===== config.mk =====
export PLATFORM = sky130hd
export DESIGN_NAME = opb_register_bank_ppc2simulink
export DESIGN_NICKNAME = d
export VERILOG_FILES = /design/src/rtl/opb_register_bank_ppc2simulink.sv
export SDC_FILE = /design/constraint.sdc
export NUM_CORES = 1
export LEC_CHECK = 0
export BUFFER_PORTS_ARGS = -buffer_cell sky130_fd_sc_hd__buf_2
export CORE_AREA = 2 2 144 146
export CTS_CLUSTER_SIZE = 14
export DETAILED_ROUTE_END_ITERATION = 10
export DIE_AREA = 0 0 146 148
export PLACE_DENSITY = 0.7
export SYNTH_ARGS = -nofsm -noshare
export SYNTH_HDL_FRONTEND = slang
export SYNTH_SLANG_ARGS = --single-unit

===== constraint.sdc =====
create_clock -name OPB_Clk -period 5 [get_ports OPB_Clk]
set_input_delay 0 -clock OPB_Clk [delete_from_list [all_inputs] [get_ports OPB_Clk]]
set_output_delay 0 -clock OPB_Clk [all_outputs]
set_load 0.01 [all_outputs]

===== src/rtl/opb_register_bank_ppc2simulink.sv =====
// OPB slave window of N_REGS 32-bit software registers (RW hold, self-clearing pulse or RO status)
// with byte-enable writes, readback and per-register write strobes toward user logic on OPB_Clk.
module opb_register_bank_ppc2simulink #(
    parameter int unsigned             C_OPB_AWIDTH = 32,
    parameter int unsigned             C_OPB_DWIDTH = 32,
    parameter logic [C_OPB_AWIDTH-1:0] C_BASEADDR   = 32'h0100_6000,
    parameter logic [C_OPB_AWIDTH-1:0] C_HIGHADDR   = 32'h0100_60FF,
    parameter int unsigned             N_REGS       = 4,
    parameter logic [N_REGS-1:0]       PULSE_MASK   = '0,
    parameter logic [N_REGS-1:0]       RO_MASK      = '0,
    parameter logic [C_OPB_DWIDTH-1:0] INIT_VAL     = '0
) (
    input  logic                           OPB_Clk,
    input  logic                           OPB_Rst,
    input  logic [0:C_OPB_AWIDTH-1]        OPB_ABus,
    input  logic [0:C_OPB_DWIDTH/8-1]      OPB_BE,
    input  logic [0:C_OPB_DWIDTH-1]        OPB_DBus,
    input  logic                           OPB_RNW,
    input  logic                           OPB_select,
    input  logic                           OPB_seqAddr,
    output logic [0:C_OPB_DWIDTH-1]        Sl_DBus,
    output logic                           Sl_xferAck,
    output logic                           Sl_errAck,
    output logic                           Sl_retry,
    output logic                           Sl_toutSup,
    output logic [C_OPB_DWIDTH*N_REGS-1:0] user_data_out,
    output logic [N_REGS-1:0]              user_wr_stb,
    input  logic [C_OPB_DWIDTH*N_REGS-1:0] user_data_in
);

    localparam int unsigned AW    = C_OPB_AWIDTH;
    localparam int unsigned DW    = C_OPB_DWIDTH;
    localparam int unsigned NB    = DW / 8;
    localparam int unsigned IDX_W = (N_REGS > 1) ? $clog2(N_REGS) : 1;

    typedef enum logic [1:0] {
        ST_IDLE    = 2'd0,
        ST_ACK     = 2'd1,
        ST_RECOVER = 2'd2
    } state_e;

    state_e            state_q, state_d;
    logic [DW-1:0]     regs_q [N_REGS];
    logic [DW-1:0]     regs_d [N_REGS];
    logic [DW-1:0]     rdata_q, rdata_d;
    logic [N_REGS-1:0] stb_q, stb_d;

    logic [AW-1:0]    addr;
    logic [AW-1:0]    offset;
    logic [AW-1:0]    word_off;
    logic [IDX_W-1:0] idx;
    logic [DW-1:0]    wdata;
    logic [NB-1:0]    be;
    logic             hit;
    logic             in_regs;
    logic             accept;
    logic             unused_ok;

    // Big-endian bus vectors land MSB-first, so BE[0]/DBus[0:7] map onto bits 31:24.
    assign addr     = OPB_ABus;
    assign wdata    = OPB_DBus;
    assign be       = OPB_BE;
    assign offset   = addr - C_BASEADDR;
    assign word_off = offset >> 2;
    assign idx      = offset[IDX_W+1:2];
    assign hit      = OPB_select && (addr >= C_BASEADDR) && (addr <= C_HIGHADDR);
    assign in_regs  = (word_off < AW'(N_REGS));
    assign accept   = (state_q == ST_IDLE) && hit;

    assign unused_ok = ^{OPB_seqAddr, offset, user_data_in};

    always_ff @(posedge OPB_Clk or negedge OPB_Rst) begin
        if (!OPB_Rst) begin
            state_q <= ST_IDLE;
        end else begin
            state_q <= state_d;
        end
    end

    // Select is ignored in RECOVER so a held request cannot be acked twice in a row.
    always_comb begin
        state_d = state_q;
        unique case (state_q)
            ST_IDLE:    if (hit) state_d = ST_ACK;
            ST_ACK:     state_d = ST_RECOVER;
            ST_RECOVER: state_d = ST_IDLE;
            default:    state_d = ST_IDLE;
        endcase
    end

    // Register file update, read capture and strobe generation on the IDLE->ACK edge.
    always_comb begin
        rdata_d = '0;
        stb_d   = '0;
        for (int i = 0; i < N_REGS; i++) begin
            regs_d[i] = PULSE_MASK[i] ? '0 : regs_q[i];
            if (accept && in_regs && (idx == IDX_W'(i))) begin
                if (OPB_RNW) begin
                    rdata_d = RO_MASK[i] ? user_data_in[i*DW +: DW] : regs_q[i];
                end else begin
                    stb_d[i] = 1'b1;
                    if (!RO_MASK[i]) begin
                        for (int b = 0; b < NB; b++) begin
                            if (be[b]) regs_d[i][b*8 +: 8] = wdata[b*8 +: 8];
                        end
                    end
                end
            end
        end
    end

    always_ff @(posedge OPB_Clk or negedge OPB_Rst) begin
        if (!OPB_Rst) begin
            rdata_q <= '0;
            stb_q   <= '0;
            for (int i = 0; i < N_REGS; i++) begin
                regs_q[i] <= (PULSE_MASK[i] || RO_MASK[i]) ? '0 : INIT_VAL;
            end
        end else begin
            rdata_q <= rdata_d;
            stb_q   <= stb_d;
            for (int i = 0; i < N_REGS; i++) begin
                regs_q[i] <= regs_d[i];
            end
        end
    end

    always_comb begin
        Sl_xferAck    = (state_q == ST_ACK);
        Sl_DBus       = rdata_q;
        user_wr_stb   = stb_q;
        user_data_out = '0;
        for (int i = 0; i < N_REGS; i++) begin
            user_data_out[i*DW +: DW] = regs_q[i];
        end
    end

    assign Sl_errAck  = 1'b0;
    assign Sl_retry   = 1'b0;
    assign Sl_toutSup = 1'b0;

endmodule


==> reports/results.tsv <==
stage	metric	value	unit
logic_synthesis	mapped cell area	7938	um^2
logic_synthesis	synthesized instance count	592	
timing	Clock Skews	9.606	ps
setup_path	worst-case register-to-register setup slack	1890	ps
clocking	clock buffer count from CTS	17	
logic_synthesis	synthesis warning total	0	
clocking	Clk pin slew, worst setup/hold paths	70	ps
timing	count of final setup violators	0	
clocking	buffer count from post-CTS setup fixing	0	
timing	max_slew headroom	0.2869	
power	PwrDens	268.1	nW/um^2
setup_path	WS Path Type	flop to flop	
drt	Antenna Nets Post-Route	0	
timing	shortest period the worst path allows	3114	ps
floorplan	Chip Height	148	um
timing	Hold WS	11.79	ps
drt	DRC violations left	0	
drt	DR vias/cell	5.242	
grt	global-route congestion overflow total	0	
floorplan	Core Rows	52	
logic_synthesis	most area-hungry cell type in the Yosys netlist	sky130_fd_sc_hd__dfrtp_1	
setup_path	worst setup path end	Sl_DBus[4]$_DFF_PN0_	
layout	number of cells in the finished layout apart from fillers	1135	
run	max-cap violations	0	
logic_synthesis	synth top area cells	sky130_fd_sc_hd__dfrtp_1 (52%), sky130_fd_sc_hd__mux2_2 (22%), sky130_fd_sc_hd__mux2i_1 (3.9%), sky130_fd_sc_hd__o2111ai_1 (3.4%), sky130_fd_sc_hd__or2_2 (2.4%)	
grt	via count of the first global-routing pass	5996	
placed_design	Cell Count Post-Placement	1068	
placed_design	setup slack at placement	1437	ps
floorplan	number of top-level pins	369	
layout	total number of nets in the final design	1053	
setup_path	Critical Path Source Type	flop	
power	Lkg Pwr	5.484	nW
grt	wire length of the first global-routing pass	34890	um
floorplan	standard cell core area	20040	um^2
timing	Total Negative Setup Slacks	0	ps
outcome	status	finished, final reports clean	
drt	1st-pass router iterations	5	
clocking	TritonCTS clock tree	done	
clocking	maximum level of the CTS H-tree	4	
setup_path	count of cells along the worst register-to-register path	5	
layout	synth-to-layout area growth	29.45	%
clocking	largest buffer count on any clock path	2	
timing	final number of max-transition violations	0	
setup_path	Reg2Reg Capture Point	Sl_DBus[4]$_DFF_PN0_	
placed_design	hpwl dp	14620	um
clocking	Skew-Pair Late Insertion Delay	420	ps
floorplan	area enclosed by the die boundary	21610	um^2
logic_synthesis	top_reg_cell synth	sky130_fd_sc_hd__dfrtp_1	
logic_synthesis	commonest cells in the netlist	sky130_fd_sc_hd__dfrtp_1 (166), sky130_fd_sc_hd__mux2_2 (157), sky130_fd_sc_hd__a21oi_1 (32)	
power	overall power	2.755	mW
setup_path	Arr. time, crit path	3430	ps
logic_synthesis	number of enable-type register cells in the synthesized netlist	0	
placed_design	area after detailed placement	9384	um^2
setup_path	crit path capture type	flop	
timing	hold violation count in the final report	0	
layout	cell area after layout	10270	um^2
timing	period utilization	0.6228	
logic_synthesis	share of the synthesized area in the top cell type	0.5233	
logic_synthesis	Post-Syn Area per Cell	13.41	um^2
grt	Global Route Usage Sum	0.2067	
drt	average detailed-routed wire length per instance	19.46	um
setup_path	maximum fanout along the worst path	18	
timing	RSZ-0062 raised after global routing	no	
floorplan	starting density of the core	0.3961	
logic_synthesis	register area share after synthesis	0.5233	
hold_path	Hold Path Stages	3	
timing	FMAX	0.3211	GHz
setup_path	Critical Path RT	5320	ps
floorplan	horizontal die dimension	146	um
timing	Final WS setup	1886	ps
placed_design	final weighted congestion of routability-driven global placement	0.7798	
power	Peak supply drop	0.0002095	V
logic_synthesis	Seq cells post-synth	166	
layout	fraction of final layout cells sized beyond drive strength 1	0.5562	
hold_path	path type of the worst min-delay path	primary input to flop	
timing	slew at the pin closest to its max-slew limit	1067	ps
grt	number of antenna violations at the first check in global routing	4	
layout	final core area utilization	0.5127	
clocking	root cell of the clock tree	sky130_fd_sc_hd__clkbuf_16	
logic_synthesis	count of different cell masters after synthesis	47	
clocking	post-cts repair resize count	0	
drt	total vias in the final route	5950	
setup_path	startpoint of the most critical register-to-register path	state_q[1]$_DFFE_PN0P_	
grt	largest net degree at the start of global routing	112	
drt	initial DRC count	261	
layout	area occupied by multi-input gates	3637	um^2
clocking	Clock Sinks	166	
layout	fill cell total of the finished layout	1833	
drt	WL final	22090	um
setup_path	first element of the critical path	state_q[1]$_DFFE_PN0P_	
placed_design	count of port buffers added during placement	234	
logic_synthesis	async set-or-reset flop fraction in the synthesized netlist	1.000	
logic_synthesis	most common cell in the netlist	sky130_fd_sc_hd__dfrtp_1	
layout	area taken by flip-flops and latches	4154	um^2
[state kept, by name (all words and copies together) (netlist names)]
register and flops:
Sl_DBus 32, state_q 2, user_data_out 128, user_wr_stb 4
[per-layer routing]
metal	up-vias	wire [um]	global-route usage
met5	-	27	0
met4	4	332	0.06845
met3	25	1550	0.04846
met2	231	10120	0.3208
met1	2949	10060	0.2876
li1	2741	-	-
[cell usage in the layout (no fill, tap or decap), drive strengths merged, types with 4 or more instances in the layout]
master       netlist  layout
and2              17      17
nor2b              8       8
mux2             159     159
o2111ai           31      31
nand4             17      17
dfrtp            166     166
or2               31      31
a21oi             32      32
nor4               4       4
and4               5       5
nand4b             4       4
clkinv             0       6
nor2               7       7
buf               18     243
clkbuf            21      17
nor4b              4       4
dlygate4sd3        0      34
inv                2       7
mux2i             31      31
[area by class of cell]
| cell class | count | area share |
|---|---|---|
| multi-input cells | 387 | 0.3540 |
| diodes | 2 | 0.0004871 |
| clock inverters | 14 | 0.01169 |
| well taps | 270 | 0.03288 |
| inverters | 2 | 0.0007306 |
| repair buffers | 277 | 0.1545 |
| clock buffers | 17 | 0.04140 |
| flip-flops and latches | 166 | 0.4043 |
[critical path, stage by stage, from the launching register on]
cell and delay [ps]:
sky130_fd_sc_hd__dfrtp_1 390, sky130_fd_sc_hd__or3_1 420, sky130_fd_sc_hd__a2111oi_4 840, sky130_fd_sc_hd__nand4_2 700
sky130_fd_sc_hd__buf_4 450, sky130_fd_sc_hd__a21oi_1 210
[worst min-delay path by stage]
stage	slack (ps)	from	to
floorplan	-300	OPB_Rst	Sl_DBus[0]$_DFF_PN0_
global placement	220	OPB_Rst	user_data_out[25]$_DFFE_PN0P_
detailed placement	220	OPB_Rst	user_data_out[89]$_DFFE_PN0P_
CTS	10	OPB_ABus[19]	state_q[0]$_DFFE_PN0P_
global route	30	OPB_ABus[0]	state_q[0]$_DFFE_PN0P_
finish	10	OPB_ABus[19]	state_q[0]$_DFFE_PN0P_
[power by group]
| group | leakage, nW | switching [mW] | internal [mW] | total (mW) |
|---|---|---|---|---|
| logic | 2.90 | 0.114 | 0.0633 | 0.177 |
| clock network | 0.260 | 0.588 | 0.648 | 1.24 |
| registers | 2.32 | 0.000000438 | 1.34 | 1.34 |
[what timing repair did]
item	4_1_cts	5_1_grt
setup endpoints to repair	0	0
hold buffers	34	0
hold endpoints to repair	239	0
[logic make-up (layout without fill, tap and decap cells)]
kind of cell / Yosys count / count (layout) / share of synthesized area
compound gates: 76 / 76 / 0.07015
xor+xnor: 2 / 2 / 0.002207
fa+ha+maj: 1 / 1 / 0.001576
buf+inv: 41 / 310 / 0.02538
flops: 166 / 166 / 0.5233
mux: 191 / 191 / 0.2675
other cells: 1 / 5 / 0.0004724
simple gates: 114 / 114 / 0.1094
(Power assumes the default switching activity.)
